--- config.mk ---
export PLATFORM = sky130hd
export DESIGN_NAME = student_ss_analog_status_sampler
export DESIGN_NICKNAME = d
export VERILOG_FILES = /design/src/rtl/student_ss_analog_status_sampler.sv
export SDC_FILE = /design/constraint.sdc
export NUM_CORES = 1
export LEC_CHECK = 0
export CAP_MARGIN = 10
export CORE_MARGIN = 2
export CORE_UTILIZATION = 50
export CTS_BUF_LIST = sky130_fd_sc_hd__clkbuf_16
export DETAILED_ROUTE_END_ITERATION = 10
export HOLD_SLACK_MARGIN = 0.02
export PLACE_DENSITY = 0.83
export SKIP_LAST_GASP = 1
export SLEW_MARGIN = 40
export SYNTH_ARGS = -nofsm -noshare
export SYNTH_HDL_FRONTEND = slang
export SYNTH_SLANG_ARGS = --single-unit
--- constraint.sdc ---
create_clock -name clk_in -period 16.47 [get_ports clk_in]
set_clock_uncertainty 0.1 [all_clocks]
set_input_delay 3.294 -clock clk_in [delete_from_list [all_inputs] [get_ports clk_in]]
set_output_delay 3.294 -clock clk_in [all_outputs]
set_load 0.005 [all_outputs]
--- src/rtl/student_ss_analog_status_sampler.sv ---
// Samples the analog student area's four status words into the SoC clock domain.
// Snapshots are taken on a programmable periodic tick or on a software trigger.
// Words that changed between snapshots set sticky flags, which drive a maskable
// level interrupt. All state is visible through a zero-wait APB slave.
//
// Ports:
//   clk_in, reset_int            system clock, synchronous active-low reset
//   status_0..status_3           asynchronous quasi-static analog status words
//   PSEL/PENABLE/PWRITE/PADDR/   APB slave request
//   PWDATA
//   PRDATA/PREADY/PSLVERR        APB slave response (combinational, zero wait)
//   irq                          registered level interrupt
module student_ss_analog_status_sampler #(
    parameter int unsigned APB_AW      = 10,
    parameter int unsigned DIV_W       = 16,
    parameter int unsigned SYNC_STAGES = 2
) (
    input  logic              clk_in,
    input  logic              reset_int,
    input  logic [31:0]       status_0,
    input  logic [31:0]       status_1,
    input  logic [31:0]       status_2,
    input  logic [31:0]       status_3,
    input  logic              PSEL,
    input  logic              PENABLE,
    input  logic              PWRITE,
    input  logic [APB_AW-1:0] PADDR,
    input  logic [31:0]       PWDATA,
    output logic [31:0]       PRDATA,
    output logic              PREADY,
    output logic              PSLVERR,
    output logic              irq
);

    localparam int unsigned NUM_WORDS = 4;
    localparam int unsigned WORD_W    = 32;
    localparam int unsigned CNT_W     = 16;

    logic [WORD_W-1:0] status [NUM_WORDS];
    logic [WORD_W-1:0] sync_q [NUM_WORDS][SYNC_STAGES];
    logic [WORD_W-1:0] snap_q [NUM_WORDS];

    logic              en_q;
    logic [3:0]        irq_en_q;
    logic [DIV_W-1:0]  div_q;
    logic [DIV_W-1:0]  tick_cnt_q;
    logic [3:0]        chg_q;
    logic [CNT_W-1:0]  cnt_q;
    logic              irq_q;

    logic [2:0]        idx_c;
    logic              access_c;
    logic              upper_nz_c;
    logic              err_c;
    logic              wr_ok_c;
    logic              ctrl_wr_c;
    logic              div_wr_c;
    logic              chg_wr_c;
    logic              tick_c;
    logic              sample_c;
    logic [3:0]        chg_set_c;
    logic [3:0]        chg_clr_c;
    logic              unused_bits;

    assign status[0] = status_0;
    assign status[1] = status_1;
    assign status[2] = status_2;
    assign status[3] = status_3;

    // Address low bits are byte lanes and never decoded.
    assign unused_bits = ^{PADDR[1:0], PWDATA};

    // APB decode: offsets 0x00..0x1C are all mapped; 0x0C and above are read-only.
    assign idx_c      = PADDR[4:2];
    assign access_c   = PSEL & PENABLE;
    assign upper_nz_c = (PADDR >> 5) != '0;
    assign err_c      = access_c & (upper_nz_c | (PWRITE & (idx_c >= 3'd3)));
    assign wr_ok_c    = access_c & PWRITE & ~err_c;
    assign ctrl_wr_c  = wr_ok_c & (idx_c == 3'd0);
    assign div_wr_c   = wr_ok_c & (idx_c == 3'd1);
    assign chg_wr_c   = wr_ok_c & (idx_c == 3'd2);

    // Tick fires on the last count of each DIV+1 period.
    assign tick_c    = en_q & (tick_cnt_q == '0);
    assign sample_c  = tick_c | (ctrl_wr_c & PWDATA[1]);
    assign chg_clr_c = chg_wr_c ? PWDATA[3:0] : 4'h0;

    // A word is flagged when the synchronised value differs from its previous snapshot.
    always_comb begin
        chg_set_c = '0;
        for (int unsigned n = 0; n < NUM_WORDS; n++) begin
            chg_set_c[n] = sample_c & (sync_q[n][SYNC_STAGES-1] != snap_q[n]);
        end
    end

    // Input synchroniser chains.
    always_ff @(posedge clk_in) begin
        if (!reset_int) begin
            for (int unsigned n = 0; n < NUM_WORDS; n++) begin
                for (int unsigned s = 0; s < SYNC_STAGES; s++) begin
                    sync_q[n][s] <= '0;
                end
            end
        end else begin
            for (int unsigned n = 0; n < NUM_WORDS; n++) begin
                sync_q[n][0] <= status[n];
                for (int unsigned s = 1; s < SYNC_STAGES; s++) begin
                    sync_q[n][s] <= sync_q[n][s-1];
                end
            end
        end
    end

    // Control, timer, snapshot and interrupt state.
    always_ff @(posedge clk_in) begin
        if (!reset_int) begin
            en_q       <= 1'b0;
            irq_en_q   <= '0;
            div_q      <= DIV_W'(16'h00FF);
            tick_cnt_q <= '0;
            chg_q      <= '0;
            cnt_q      <= '0;
            irq_q      <= 1'b0;
            for (int unsigned n = 0; n < NUM_WORDS; n++) begin
                snap_q[n] <= '0;
            end
        end else begin
            if (ctrl_wr_c) begin
                en_q     <= PWDATA[0];
                irq_en_q <= PWDATA[7:4];
            end
            if (div_wr_c) begin
                div_q <= PWDATA[DIV_W-1:0];
            end

            // A DIV write restarts the period with the new value; disabled holds at DIV.
            if (div_wr_c) begin
                tick_cnt_q <= PWDATA[DIV_W-1:0];
            end else if (!en_q || tick_c) begin
                tick_cnt_q <= div_q;
            end else begin
                tick_cnt_q <= tick_cnt_q - DIV_W'(1);
            end

            if (sample_c) begin
                cnt_q <= cnt_q + CNT_W'(1);
                for (int unsigned n = 0; n < NUM_WORDS; n++) begin
                    snap_q[n] <= sync_q[n][SYNC_STAGES-1];
                end
            end

            // Set beats clear on a same-cycle collision.
            chg_q <= (chg_q & ~chg_clr_c) | chg_set_c;
            irq_q <= |(chg_q & irq_en_q);
        end
    end

    // Read mux; erroring or idle cycles return zero.
    always_comb begin
        PRDATA = '0;
        if (access_c && !err_c) begin
            case (idx_c)
                3'd0:    PRDATA = {24'h0, irq_en_q, 3'b000, en_q};
                3'd1:    PRDATA = 32'(div_q);
                3'd2:    PRDATA = {28'h0, chg_q};
                3'd3:    PRDATA = 32'(cnt_q);
                default: PRDATA = snap_q[idx_c[1:0]];
            endcase
        end
    end

    assign PREADY  = 1'b1;
    assign PSLVERR = err_c;
    assign irq     = irq_q;

endmodule

==> results.sh, run 1 <==
export IMPL_multi_input_area_sq_um=6520
export IMPL_pwr_share_comb_pct=6.0
export IMPL_p_int_w=0.00178
export IMPL_ios=210
export IMPL_setup_viol=0
export IMPL_grt_setup_unrepaired="no"
export IMPL_wl_per_cell_microns=19.5
export IMPL_die_width_microns=188
export IMPL_grt_first_pass_wirelength_microns=61000
export IMPL_grt_pass1_vias=10722
export IMPL_synth_edf_count=128
export IMPL_syn_to_final_growth_pct=21.3
export IMPL_async_reset_ff_share_pct=0
export IMPL_cts_buffers=43
export IMPL_clk_path_buf_depth=3
export IMPL_slew_viol_final=0
export IMPL_fin_setup_tns_ns=0
export IMPL_port_buffers=190
export IMPL_p_total_w=0.00228
export IMPL_path_buf_inv=2
export IMPL_worstHoldStart="sync_q[1][56]"
export IMPL_power_density_nw_per_um2=111
export IMPL_drive_gt1_share_pct=7.44
export IMPL_outcome="completed"
export IMPL_hold_violations=0
export IMPL_path_delay_family="simple AND/OR/NAND/NOR gates"
export IMPL_synth_area_leaders="dfxtp_1 (37%), edfxtp_1 (23%), and2_1 (14%)"
export IMPL_dr_pass1_iters=5
export IMPL_synth_flop_cell="dfxtp_1"
export IMPL_ff_latch_area_sq_um=10100
export IMPL_switching_share_pct=21.9
export IMPL_viasPerCell=5.29
export IMPL_clk_latency_ns=0.55
export IMPL_dieArea_sq_um=35400
export IMPL_clock_power_share_pct=41.8
export IMPL_max_cap_violations=0
export IMPL_ys_ff_latch=442
export IMPL_hold_path_class="register to register"
export IMPL_syn_area_sq_um=17000
export IMPL_crit_path_start_kind="primary input"
export IMPL_ir_worst_vdd_mv=0.0808
export IMPL_track_usage_pct=22.7
export IMPL_crit_type="primary input to primary output"
export IMPL_pwr_share_seq_pct=52.3
export IMPL_antenna_found_initial=0
export IMPL_worst_slew_pin_slew_ns=0.793
export IMPL_crit_start="PADDR[5]"
export IMPL_critPathMaxStageDelay_ns=0.72
export IMPL_p_leak_nw=7.44
export IMPL_antennaDiodeCount=0
export IMPL_grt_max_degree=113
export IMPL_drc_errors=0
export IMPL_synth_cells=1438
export IMPL_fin_crit_ns=9.84
export IMPL_synth_largest_area_cell="dfxtp_1"
export IMPL_worstPathArrival_ns=6.45
export IMPL_num_vias=11048
export IMPL_synth_nets=1616
export IMPL_die_height_microns=188
export IMPL_num_rows=67
export IMPL_yosys_warnings=0
export IMPL_ctsHoldBuffers=0
export IMPL_gp_congestion=0.872
export IMPL_nFillCells=2531
export IMPL_cts_htree_levels=2
export IMPL_postCtsSetupBuffers=0
export IMPL_clk_pin_slew_worst_paths_ns=0.06
export IMPL_core_sq_um=33400
export IMPL_p_switching_w=0.000498
export IMPL_r2r_start="tick_cnt_q[7]"
export IMPL_fmax_ghz=0.102
export IMPL_crit_fanout=18
export IMPL_worst_endpoint_required_ns=13.08
export IMPL_synth_seq_area_share_pct=59.7
export IMPL_critPathSlowestCell="a2111o_1"
export IMPL_endpoint_kind="primary output"
export IMPL_avgSynthCellArea_sq_um=11.8
export IMPL_nets=1782
export IMPL_cts_tree="yes"
export IMPL_cts_root_buf="clkbuf_16"
export IMPL_start_util_pct=50.8
export IMPL_finalCritPeriodShare_pct=59.7
export IMPL_synth_top_area_share_pct=37.0
export IMPL_cts_resized=0
export IMPL_slew_headroom_pct=46.9
export IMPL_path_cells="clkdlybuf4s50_1 > or4_1 > a2111o_1 > or2_2 > nor2b_1 > clkdlybuf4s50_1"
export IMPL_dr_first_iter_drc_count=1135
export IMPL_path_common_cell="clkdlybuf4s50_1"
export IMPL_cts_num_sinks=442
export IMPL_synth_cell_type_count=56
export IMPL_hpwl_microns=29000
export IMPL_wl_microns=40600
export IMPL_antenna_left=0
export IMPL_grt_ovfl_total=0
[Yosys cell counts (2+ instances only)]
| library cell | count |
|---|---|
| and2_1 | 386 |
| dfxtp_1 | 314 |
| xnor2_1 | 137 |
| edfxtp_1 | 128 |
| nand2_1 | 64 |
| clkbuf_1 | 58 |
| a21oi_1 | 43 |
| nand4_1 | 42 |
| mux4_2 | 33 |
| nor2_1 | 28 |
| o21ai_0 | 23 |
| a22oi_1 | 20 |
| nor2b_1 | 18 |
| nor4_1 | 12 |
| or3_1 | 12 |
| mux2_2 | 11 |
| clkbuf_2 | 8 |
| mux2i_1 | 8 |
| nand3_1 | 8 |
| nor3_1 | 8 |
| buf_1 | 7 |
| or4_1 | 6 |
| a21o_1 | 5 |
| inv_1 | 5 |
| xor2_1 | 5 |
| and3_1 | 4 |
| o2bb2ai_1 | 4 |
| o31ai_1 | 4 |
| a221oi_1 | 3 |
| buf_2 | 3 |
| ha_1 | 3 |
| a32oi_1 | 2 |
| clkinv_1 | 2 |
| o211ai_1 | 2 |
[cells in the final DEF, fill, tap and decap left out, types with 20 or more instances in the layout]
master           count
clkbuf_16           46
o21ai_0             23
nand4_1             42
a22oi_1             20
and2_1             386
nor2_1              28
xnor2_1            137
clkdlybuf4s50_1    187
mux4_2              33
dfxtp_1            314
a21oi_1             42
nand2_1             63
edfxtp_1           128
[worst reg2reg max path, cell delays in order (launching register included)]
cell	delay (ns)
dfxtp_1	0.35
nor4_1	0.64
nand4_1	0.42
o2bb2a_4	0.44
nand2_4	0.49
buf_6	0.72
[final cells by class]
| type | count | area share [%] |
|---|---|---|
| timing repair buffer | 199 | 9.56 |
| tap | 448 | 2.72 |
| clock buffer | 46 | 5.59 |
| inverter | 7 | 0.128 |
| sequential | 442 | 49.2 |
| clock inverter | 34 | 1.15 |
| multi-input combinational | 911 | 31.7 |
[layer usage]
metal	track usage [%]	vias to the layer above	routed length (microns)	part of all wire (%)
met1	29.5	5265	16500	41
met3	4.82	88	3470	8.6
met2	37.1	479	19000	47
met4	9.15	0	1600	3.9
li1	-	5216	-	-
met5	0	-	0	0
[metrics by stage]
step           utilization [%]  hold slack, ns  cells  worst slack [ns]  area (sq um)
3_3_place_gp              57.4           0.317   2007              6.73         19200
3_5_place_dp              57.4           0.318   2007              6.67         19200
6_report                  61.6           0.331   2087              6.63         20600
2_1_floorplan                -           0.306   1438              7.89         17000
5_1_grt                   61.6           0.337   2087              6.55         20600
4_1_cts                   61.5           0.330   2087              6.62         20600
[kinds of logic (layout without fill, tap and decap cells)]
family | Yosys count | after routing | synth area share, %
other | 1 | 1 | 0.0221
adder cells (fa/ha/maj) | 3 | 3 | 0.221
AO/OA/AOI/OAI | 113 | 113 | 4.23
multiplexers | 52 | 52 | 5.58
AND/OR/NAND/NOR | 600 | 600 | 20.9
XOR/XNOR | 142 | 142 | 7.32
buffers and inverters | 85 | 286 | 2.03
flip-flops | 442 | 442 | 59.7
[power groups by stage]
stage	sequential, W	combinational [W]	clock (W)
after floorplan	0.00120	0.0000774	0
after global placement	0.00121	0.000133	0
after detailed placement	0.00121	0.000135	0
after CTS	0.00119	0.000136	0.000965
after global routing	0.00119	0.000147	0.00101
final	0.00119	0.000136	0.000951
[final timing paths]
check,end,slack (ns),depth (start not counted)
hold / removal,sync_q[1][24],0.33,1
hold reg to reg,sync_q[1][24],0.33,1
setup / recovery,PRDATA[26],6.63,6
setup reg to reg,snap_q[1][11],12.91,5
[state kept, by name, indices dropped and copies added, names as in the netlist]
name	cells
tick_cnt_q	16
cnt_q	16
irq	1
sync_q	256
snap_q	128
div_q	16
irq_en_q	4
chg_q	4
en_q	1
No activity file was read; power rests on OpenSTA's default activity.
==> run 2: changes to the inputs <==
clock period = 9.7 ns   (was 16.47 ns; I/O delays follow)
==> run 2 against run 1 <==
- die area did not move
- count of clock-buffer cells in the layout down 1
- critical path type unchanged
- sequential power grew 70%
- register-to-register slack got worse by 6.9 ns
- combinational power up 68%
- utilization shrank 0.27 points
- power up 66%
- clock power up 61%
- largest cell class unchanged
==> results.sh, run 2 (synthesis results as in run 1) <==
export IMPL_grt_first_pass_wirelength_microns=61600
export IMPL_slew_viol_final=0
export IMPL_multi_input_area_sq_um=6530
export IMPL_worst_slew_pin_slew_ns=0.779
export IMPL_max_cap_violations=0
export IMPL_ctsHoldBuffers=0
export IMPL_endpoint_kind="primary output"
export IMPL_dr_pass1_iters=7
export IMPL_worstHoldStart="sync_q[0][38]"
export IMPL_p_int_w=0.00295
export IMPL_path_cells="clkdlybuf4s50_1 > a21o_1 > a2111o_1 > or2_2 > nor2b_1 > clkdlybuf4s50_1"
export IMPL_ir_worst_vdd_mv=0.118
export IMPL_crit_start="PADDR[4]"
export IMPL_finalCritPeriodShare_pct=74.0
export IMPL_r2r_cells=8
export IMPL_top_regs="sync_q x256, snap_q x128"
export IMPL_syn_to_final_growth_pct=20.8
export IMPL_gp_congestion=0.872
export IMPL_post_place_cells=2005
export IMPL_worstPathArrival_ns=5.14
export IMPL_grt_ovfl_total=0
export IMPL_core_sq_um=33400
export IMPL_fin_cells=2084
export IMPL_fin_util_pct=61.3
export IMPL_hold_depth=1
export IMPL_hold_path_class="register to register"
export IMPL_nets=1780
export IMPL_path_common_cell="clkdlybuf4s50_1"
export IMPL_start_util_pct=50.8
export IMPL_cts_resized=0
export IMPL_crit_type="primary input to primary output"
export IMPL_pre_cts_ws_ns=2.60
export IMPL_grt_pass1_vias=10907
export IMPL_cts_root_buf="clkbuf_16"
export IMPL_cts_tree="yes"
export IMPL_drive_gt1_share_pct=7.46
export IMPL_slew_headroom_pct=47.9
export IMPL_r2r_start="tick_cnt_q[0]"
export IMPL_die_width_microns=188
export IMPL_fin_setup_tns_ns=0
export IMPL_ios=210
export IMPL_postCtsSetupBuffers=0
export IMPL_cts_num_sinks=442
export IMPL_switching_share_pct=21.9
export IMPL_pwr_share_seq_pct=53.5
export IMPL_crit_path_start_kind="primary input"
export IMPL_die_height_microns=188
export IMPL_antenna_left=0
export IMPL_grt_setup_unrepaired="no"
export IMPL_pwr_share_comb_pct=6.1
export IMPL_cts_buffers=43
export IMPL_drc_errors=0
export IMPL_clock_power_share_pct=40.4
export IMPL_antennaDiodeCount=0
export IMPL_power_density_nw_per_um2=184
export IMPL_port_buffers=190
export IMPL_setup_slack_ns=2.52
export IMPL_antenna_found_initial=0
export IMPL_clk_path_buf_depth=3
export IMPL_largest_register_ffs=256
export IMPL_hold_violations=0
export IMPL_viasPerCell=5.28
export IMPL_clk_pin_slew_worst_paths_ns=0.06
export IMPL_outcome="completed"
export IMPL_num_vias=11008
export IMPL_critPathSlowestCell="clkdlybuf4s50_1"
export IMPL_worst_endpoint_required_ns=7.66
export IMPL_p_leak_nw=7.42
export IMPL_critPathMaxStageDelay_ns=0.81
export IMPL_hpwl_microns=29000
export IMPL_wl_microns=40200
export IMPL_track_usage_pct=22.7
export IMPL_ff_latch_area_sq_um=10100
export IMPL_grt_max_degree=149
export IMPL_dr_first_iter_drc_count=1017
export IMPL_wl_per_cell_microns=19.3
export IMPL_top_register="sync_q"
export IMPL_final_common_cell="and2_1"
export IMPL_nFillCells=2504
export IMPL_cts_htree_levels=2
export IMPL_dieArea_sq_um=35400
export IMPL_fin_crit_ns=7.18
export IMPL_fmax_ghz=0.139
export IMPL_p_switching_w=0.000827
export IMPL_crit_fanout=21
export IMPL_setup_viol=0
export IMPL_most_common_layout_cells="and2_1 (386), dfxtp_1 (314), clkdlybuf4s50_1 (187)"
export IMPL_num_rows=67
export IMPL_clk_latency_ns=0.54
[run 2: per-layer routing]
metal	GRT usage [%]	vias to the layer above	share of wire (%)
met1	30.0	5263	41
met5	0	-	0
met3	3.82	68	8.1
met2	38.2	469	48
met4	7.00	0	3.0
li1	-	5208	-
[run 2: power groups by stage]
| stage | clock (W) | sequential, W | combinational, W |
|---|---|---|---|
| after floorplan | 0 | 0.00204 | 0.000131 |
| after global placement | 0 | 0.00206 | 0.000225 |
| after global routing | 0.00163 | 0.00202 | 0.000249 |
| after CTS | 0.00155 | 0.00202 | 0.000230 |
| final | 0.00153 | 0.00202 | 0.000229 |
| after detailed placement | 0 | 0.00206 | 0.000228 |
[run 2: worst max-delay path, delay by kind of cell]
kind / cells / cell delay [ns]
simple gates: 2 / 0.80
compound gates: 2 / 1.04
buf+inv: 2 / 1.34
[run 2: stage by stage]
step	power [W]	area [sq um]	hold slack, ns
floorplan	0.00217	17000	0.306
global placement	0.00228	19200	0.320
detailed placement	0.00229	19200	0.317
CTS	0.00380	20500	0.330
global route	0.00390	20500	0.338
finish	0.00377	20500	0.324
[run 2: final timing paths]
check | end | slack [ns]
worst min-delay path | sync_q[0][6] | 0.32
worst min register to register | sync_q[0][6] | 0.32
worst max register to register | snap_q[3][31] | 5.99
worst max-delay path | PRDATA[27] | 2.52
[run 2: cell type report]
cell class                      count  area share, %
Inverter                            7          0.128
Clock inverter                     34          0.866
Sequential cell                   442           49.4
Multi-Input combinational cell    911           31.9
Tap cell                          448           2.73
Clock buffer                       45           5.49
Timing Repair Buffer              197           9.52
==> run 3: changes to the inputs <==
PLACE_DENSITY = 0.86   (was 0.83)
clock period = 6 ns   (was 9.7 ns; I/O delays follow)
==> run 3 against run 2 <==
- sequential share of layout area fell by 0.54 points
- first-iteration DRC count fell by 2.9%
- sequential cell count did not move
- power rose by 70%
- non-clock buffer count rose by 6
- wire length rose by 2.9%
- die area did not move
- utilization rose by 0.68 points
- worst hold slack improved by 0.0045 ns
- largest power group unchanged
==> results.sh, run 3 (synthesis results as in run 1) <==
export IMPL_grt_ovfl_total=0
export IMPL_place_area_sq_um=19200
export IMPL_dr_pass1_iters=5
export IMPL_viasPerCell=5.30
export IMPL_clk_latency_ns=0.55
export IMPL_cts_root_buf="clkbuf_16"
export IMPL_finalInstanceArea_sq_um=20700
export IMPL_start_util_pct=50.8
export IMPL_grt_setup_unrepaired="no"
export IMPL_die_width_microns=188
export IMPL_cts_num_sinks=442
export IMPL_slew_headroom_pct=45.2
export IMPL_port_buffers=190
export IMPL_fin_setup_tns_ns=0
export IMPL_worst_slew_pin_slew_ns=0.819
export IMPL_nFillCells=2475
export IMPL_postCtsSetupBuffers=0
export IMPL_endpoint_kind="primary output"
export IMPL_clk_pin_slew_worst_paths_ns=0.06
export IMPL_worst_endpoint_required_ns=4.70
export IMPL_die_height_microns=188
export IMPL_outcome="completed"
export IMPL_antenna_left=0
export IMPL_largest_register_ffs=256
export IMPL_crit_type="primary input to primary output"
export IMPL_cts_htree_levels=2
export IMPL_wl_per_cell_microns=19.8
export IMPL_p_leak_nw=7.50
export IMPL_hold_violations=0
export IMPL_core_sq_um=33400
export IMPL_cts_tree="yes"
export IMPL_max_cap_violations=0
export IMPL_nets=1786
export IMPL_finalCritPeriodShare_pct=88.0
export IMPL_drc_errors=0
export IMPL_crit_path_start_kind="primary input"
export IMPL_final_common_cell="and2_1"
export IMPL_num_rows=67
export IMPL_cts_resized=0
export IMPL_pre_cts_ws_ns=0.712
export IMPL_top_regs="sync_q x256, snap_q x128"
export IMPL_fin_crit_ns=5.28
export IMPL_hpwl_microns=29800
export IMPL_crit_fanout=16
export IMPL_ios=210
export IMPL_top_register="sync_q"
export IMPL_grt_first_pass_wirelength_microns=63200
export IMPL_grt_pass1_vias=10953
export IMPL_drive_gt1_share_pct=8.29
export IMPL_ir_worst_vdd_mv=0.187
export IMPL_num_vias=11073
export IMPL_worstPathArrival_ns=3.98
export IMPL_setup_slack_ns=0.720
export IMPL_gp_congestion=0.904
export IMPL_grt_max_degree=121
export IMPL_setup_viol=0
export IMPL_whs_ns=0.329
export IMPL_fin_util_pct=62.0
export IMPL_hold_path_class="register to register"
export IMPL_dr_first_iter_drc_count=987
export IMPL_ctsHoldBuffers=0
export IMPL_antenna_found_initial=2
export IMPL_power_density_nw_per_um2=309
export IMPL_wl_microns=41400
export IMPL_most_common_layout_cells="and2_1 (386), dfxtp_1 (314), clkdlybuf4s50_1 (187)"
export IMPL_dieArea_sq_um=35400
export IMPL_clk_path_buf_depth=3
export IMPL_slew_viol_final=0
export IMPL_cts_buffers=43
export IMPL_fmax_ghz=0.189
export IMPL_syn_to_final_growth_pct=22.1
export IMPL_track_usage_pct=23.4
[run 3: cell count changes in the layout (fill, tap and decap cells not counted), sizes merged, moves of 4 or more]
cell    delta
buf        +6
inv        -6
bufinv     +4
clkbuf     +4
clkinv     -4
[run 3: per-layer routing]
| metal | routed length (microns) | global-route usage (%) |
|---|---|---|
| met3 | 3570 | 5.55 |
| met4 | 1950 | 10.7 |
| met5 | 7 | 0 |
| met2 | 19000 | 37.2 |
| met1 | 16800 | 30.5 |
[run 3: layout make-up]
| cell class | instances | area, sq um | share of cell area [%] |
|---|---|---|---|
| Antenna cell | 1 | 2.50 | 0.0121 |
| Inverter | 7 | 26.3 | 0.127 |
| Sequential cell | 442 | 10100 | 48.9 |
| Multi-Input combinational cell | 911 | 6520 | 31.5 |
| Clock buffer | 49 | 1230 | 5.91 |
| Timing Repair Buffer | 203 | 2020 | 9.72 |
| Clock inverter | 29 | 251 | 1.21 |
| Tap cell | 448 | 561 | 2.70 |
[run 3: final timing paths]
check	from	to	slack, ns	cells after the start
setup / recovery	PADDR[5]	PRDATA[20]	0.72	6
hold / removal	sync_q[1][61]	sync_q[1][29]	0.33	1
setup reg to reg	tick_cnt_q[11]	snap_q[3][8]	2.74	6
hold reg to reg	sync_q[1][61]	sync_q[1][29]	0.33	1
[run 3: per-stage QoR]
stage                     cells  total power, W
after floorplan            1438         0.00350
after global placement     2011         0.00369
after detailed placement   2011         0.00370
after CTS                  2089         0.00644
after global routing       2089         0.00661
final                      2090         0.00640
[run 3: power breakdown]
part / internal [W] / leakage [nW] / switching (W) / total (W)
Sequential: 0.00318 / 3.91 / 0.0000832 / 0.00326
Clock: 0.00164 / 0.763 / 0.00112 / 0.00276
Combinational: 0.000220 / 2.83 / 0.000157 / 0.000377
[run 3: critical path: stages]
cell and delay, ns:
clkdlybuf4s50_1 0.39, or4_1 0.70, a2111o_1 0.49, or2_2 0.49
nor2b_1 0.19, clkdlybuf4s50_1 0.51
==> patch (settings of run 3) <==
The output `irq` loses its register stage (`irq_q` becomes a continuous assignment).
--- a/src/rtl/student_ss_analog_status_sampler.sv
+++ b/src/rtl/student_ss_analog_status_sampler.sv
@@ -120,7 +120,6 @@
             tick_cnt_q <= '0;
             chg_q      <= '0;
             cnt_q      <= '0;
-            irq_q      <= 1'b0;
             for (int unsigned n = 0; n < NUM_WORDS; n++) begin
                 snap_q[n] <= '0;
             end
@@ -151,9 +150,10 @@
 
             // Set beats clear on a same-cycle collision.
             chg_q <= (chg_q & ~chg_clr_c) | chg_set_c;
-            irq_q <= |(chg_q & irq_en_q);
         end
     end
+
+    assign irq_q = |(chg_q & irq_en_q);
 
     // Read mux; erroring or idle cycles return zero.
     always_comb begin
Behaviour: not the same (Yosys sat finds a counterexample within 4 cycles, from zero or initial values and one cycle with reset_int low).
==> patch against run 3 <==
- fmax increased by 5.7%
- power is 1.5% lower
- setup slack gained 0.28 ns
- routed wire length is 1.1% higher
- sequential cell count down 1
- largest power group unchanged
- design area rose by 0.18%
- area after synthesis up 0.18%
==> patch: results <==
{
  "viasPerCell": 5.40,
  "endpoint": "PRDATA[16]",
  "r2r_setup_slack_ns": 2.98,
  "cts-root-buf": "clkbuf_16",
  "grt_pass1_vias": 11000,
  "synth.yosys.seq_area_share_pct": 59.4,
  "status": "finished clean",
  "place_hpwl_um": 29000,
  "slew_headroom_pct": 47.4,
  "worst-path-max-fanout": 17,
  "synth_flop_cell": "dfxtp_1",
  "track_usage_pct": 23.2,
  "path_delay_family": "simple AND/OR/NAND/NOR gates",
  "worst_r2r_path_depth": 6,
  "route.detailed.drc": 0,
  "routed_wl_um": 41800,
  "synth_enable_flop_cells": 128,
  "synthArstFlopShare_pct": 0,
  "hp-start": "sync_q[0][40]",
  "hold_path.class": "register to register",
  "antenna_found_initial": 1,
  "dr.pass1.iters": 5,
  "fill_cells": 2451,
  "grt_max_degree": 166,
  "ctsResizeCount": 0,
  "yosys_warnings": 0,
  "portBuffers": 190,
  "cts.clk_slew.worst_paths_ns": 0.06,
  "final_max_slew_viol_count": 0,
  "syn_nets": 1612,
  "crit_slowest_cell": "or4_1",
  "p_leak_nw": 7.69,
  "cpPeakStageDelay_ns": 0.67,
  "place_congestion": 0.894,
  "numCtsBuffers": 43,
  "synthCells": 1434,
  "r2r_start": "tick_cnt_q[4]",
  "h-tree-depth": 2,
  "irDropWorstVdd_mv": 0.195,
  "largest_registers": "sync_q: 256 flops, snap_q: 128 flops",
  "synth.distinct_cells": 54,
  "ys_top_cells_by_count": "387 x and2_1, 313 x dfxtp_1, 133 x xnor2_1",
  "numPlacedInstances": 2001,
  "num-nets-final": 1778,
  "drive_gt1_share_pct": 8.45,
  "post_cts_buffers": 0,
  "synth.area.top_cells": "dfxtp_1 37%, edfxtp_1 23%, and2_1 14%",
  "cts_max_path_buffers": 3,
  "wl_per_cell_um": 20.1,
  "grt_pass1_wl_um": 63400,
  "startpoint": "PADDR[5]",
  "r2r_end": "snap_q[3][12]",
  "insertion_delay_ns": 0.55,
  "drtIter0Drc": 1092
}
[patch: cell types whose count changed after synthesis, sizes merged, moves of 10 or more]
| cell | run 3 | this run |
|---|---|---|
| and3 | 4 | 18 |
| a21oi | 43 | 32 |
| o21ai | 23 | 13 |
| nor2b | 18 | 3 |
| mux2i | 8 | 22 |
| nand2 | 64 | 51 |
[patch: area by class of cell]
type                       count  share of cell area (%)
multi-input combinational    901                    31.6
clock buffer                  50                    6.02
antenna                        1                  0.0120
clock inverter                29                   0.837
tap                          448                    2.70
inverter                       8                   0.145
timing repair buffer         205                    10.0
sequential                   441                    48.7
[patch: how the worst min path moves through the flow]
stage	cells past startpoint	slack (ns)	to
after detailed placement	1	0.32	sync_q[3][22]
after global routing	1	0.34	sync_q[3][27]
final	1	0.33	sync_q[0][8]
after global placement	1	0.32	sync_q[0][30]
after floorplan	1	0.31	sync_q[0][30]
after CTS	1	0.33	sync_q[3][13]
[patch: cell families (layout without fill, tap and decap cells)]
group | Yosys count | after routing | share of synthesized area (%)
AO/OA/AOI/OAI | 93 | 93 | 3.62
XOR/XNOR | 141 | 141 | 7.26
adder cells (fa/ha/maj) | 3 | 3 | 0.221
buffers and inverters | 92 | 292 | 2.17
flip-flops | 441 | 441 | 59.4
multiplexers | 66 | 66 | 6.39
other | 1 | 2 | 0.0220
AND/OR/NAND/NOR | 597 | 597 | 20.9
[patch: stage by stage]
step           hold WS (ns)  setup slack (ns)  cell area, um2  util (%)  power (mW)
6_report              0.330              1.00           20800      61.9        6.31
5_1_grt               0.339             0.951           20800      61.9        6.48
4_1_cts               0.331             0.741           20700      61.8        6.33
3_5_place_dp          0.317             0.747           19300      57.6        3.69
3_3_place_gp          0.319             0.854           19300      57.5        3.68
2_1_floorplan         0.306              1.06           17000         -        3.49
[patch: layer usage]
| layer | share of wire, % | up-vias | GRT usage (%) |
|---|---|---|---|
| li1 | - | 5213 | - |
| met1 | 41 | 5447 | 30.8 |
| met2 | 48 | 506 | 38.9 |
| met3 | 7.8 | 76 | 3.86 |
| met4 | 3.3 | 0 | 7.87 |
| met5 | 0 | - | 0 |
[patch: where the power goes]
part           internal [mW]  leakage, nW  switching [mW]
Combinational          0.219         3.03           0.173
Sequential              3.17         3.92          0.0717
Clock                   1.54        0.746            1.13
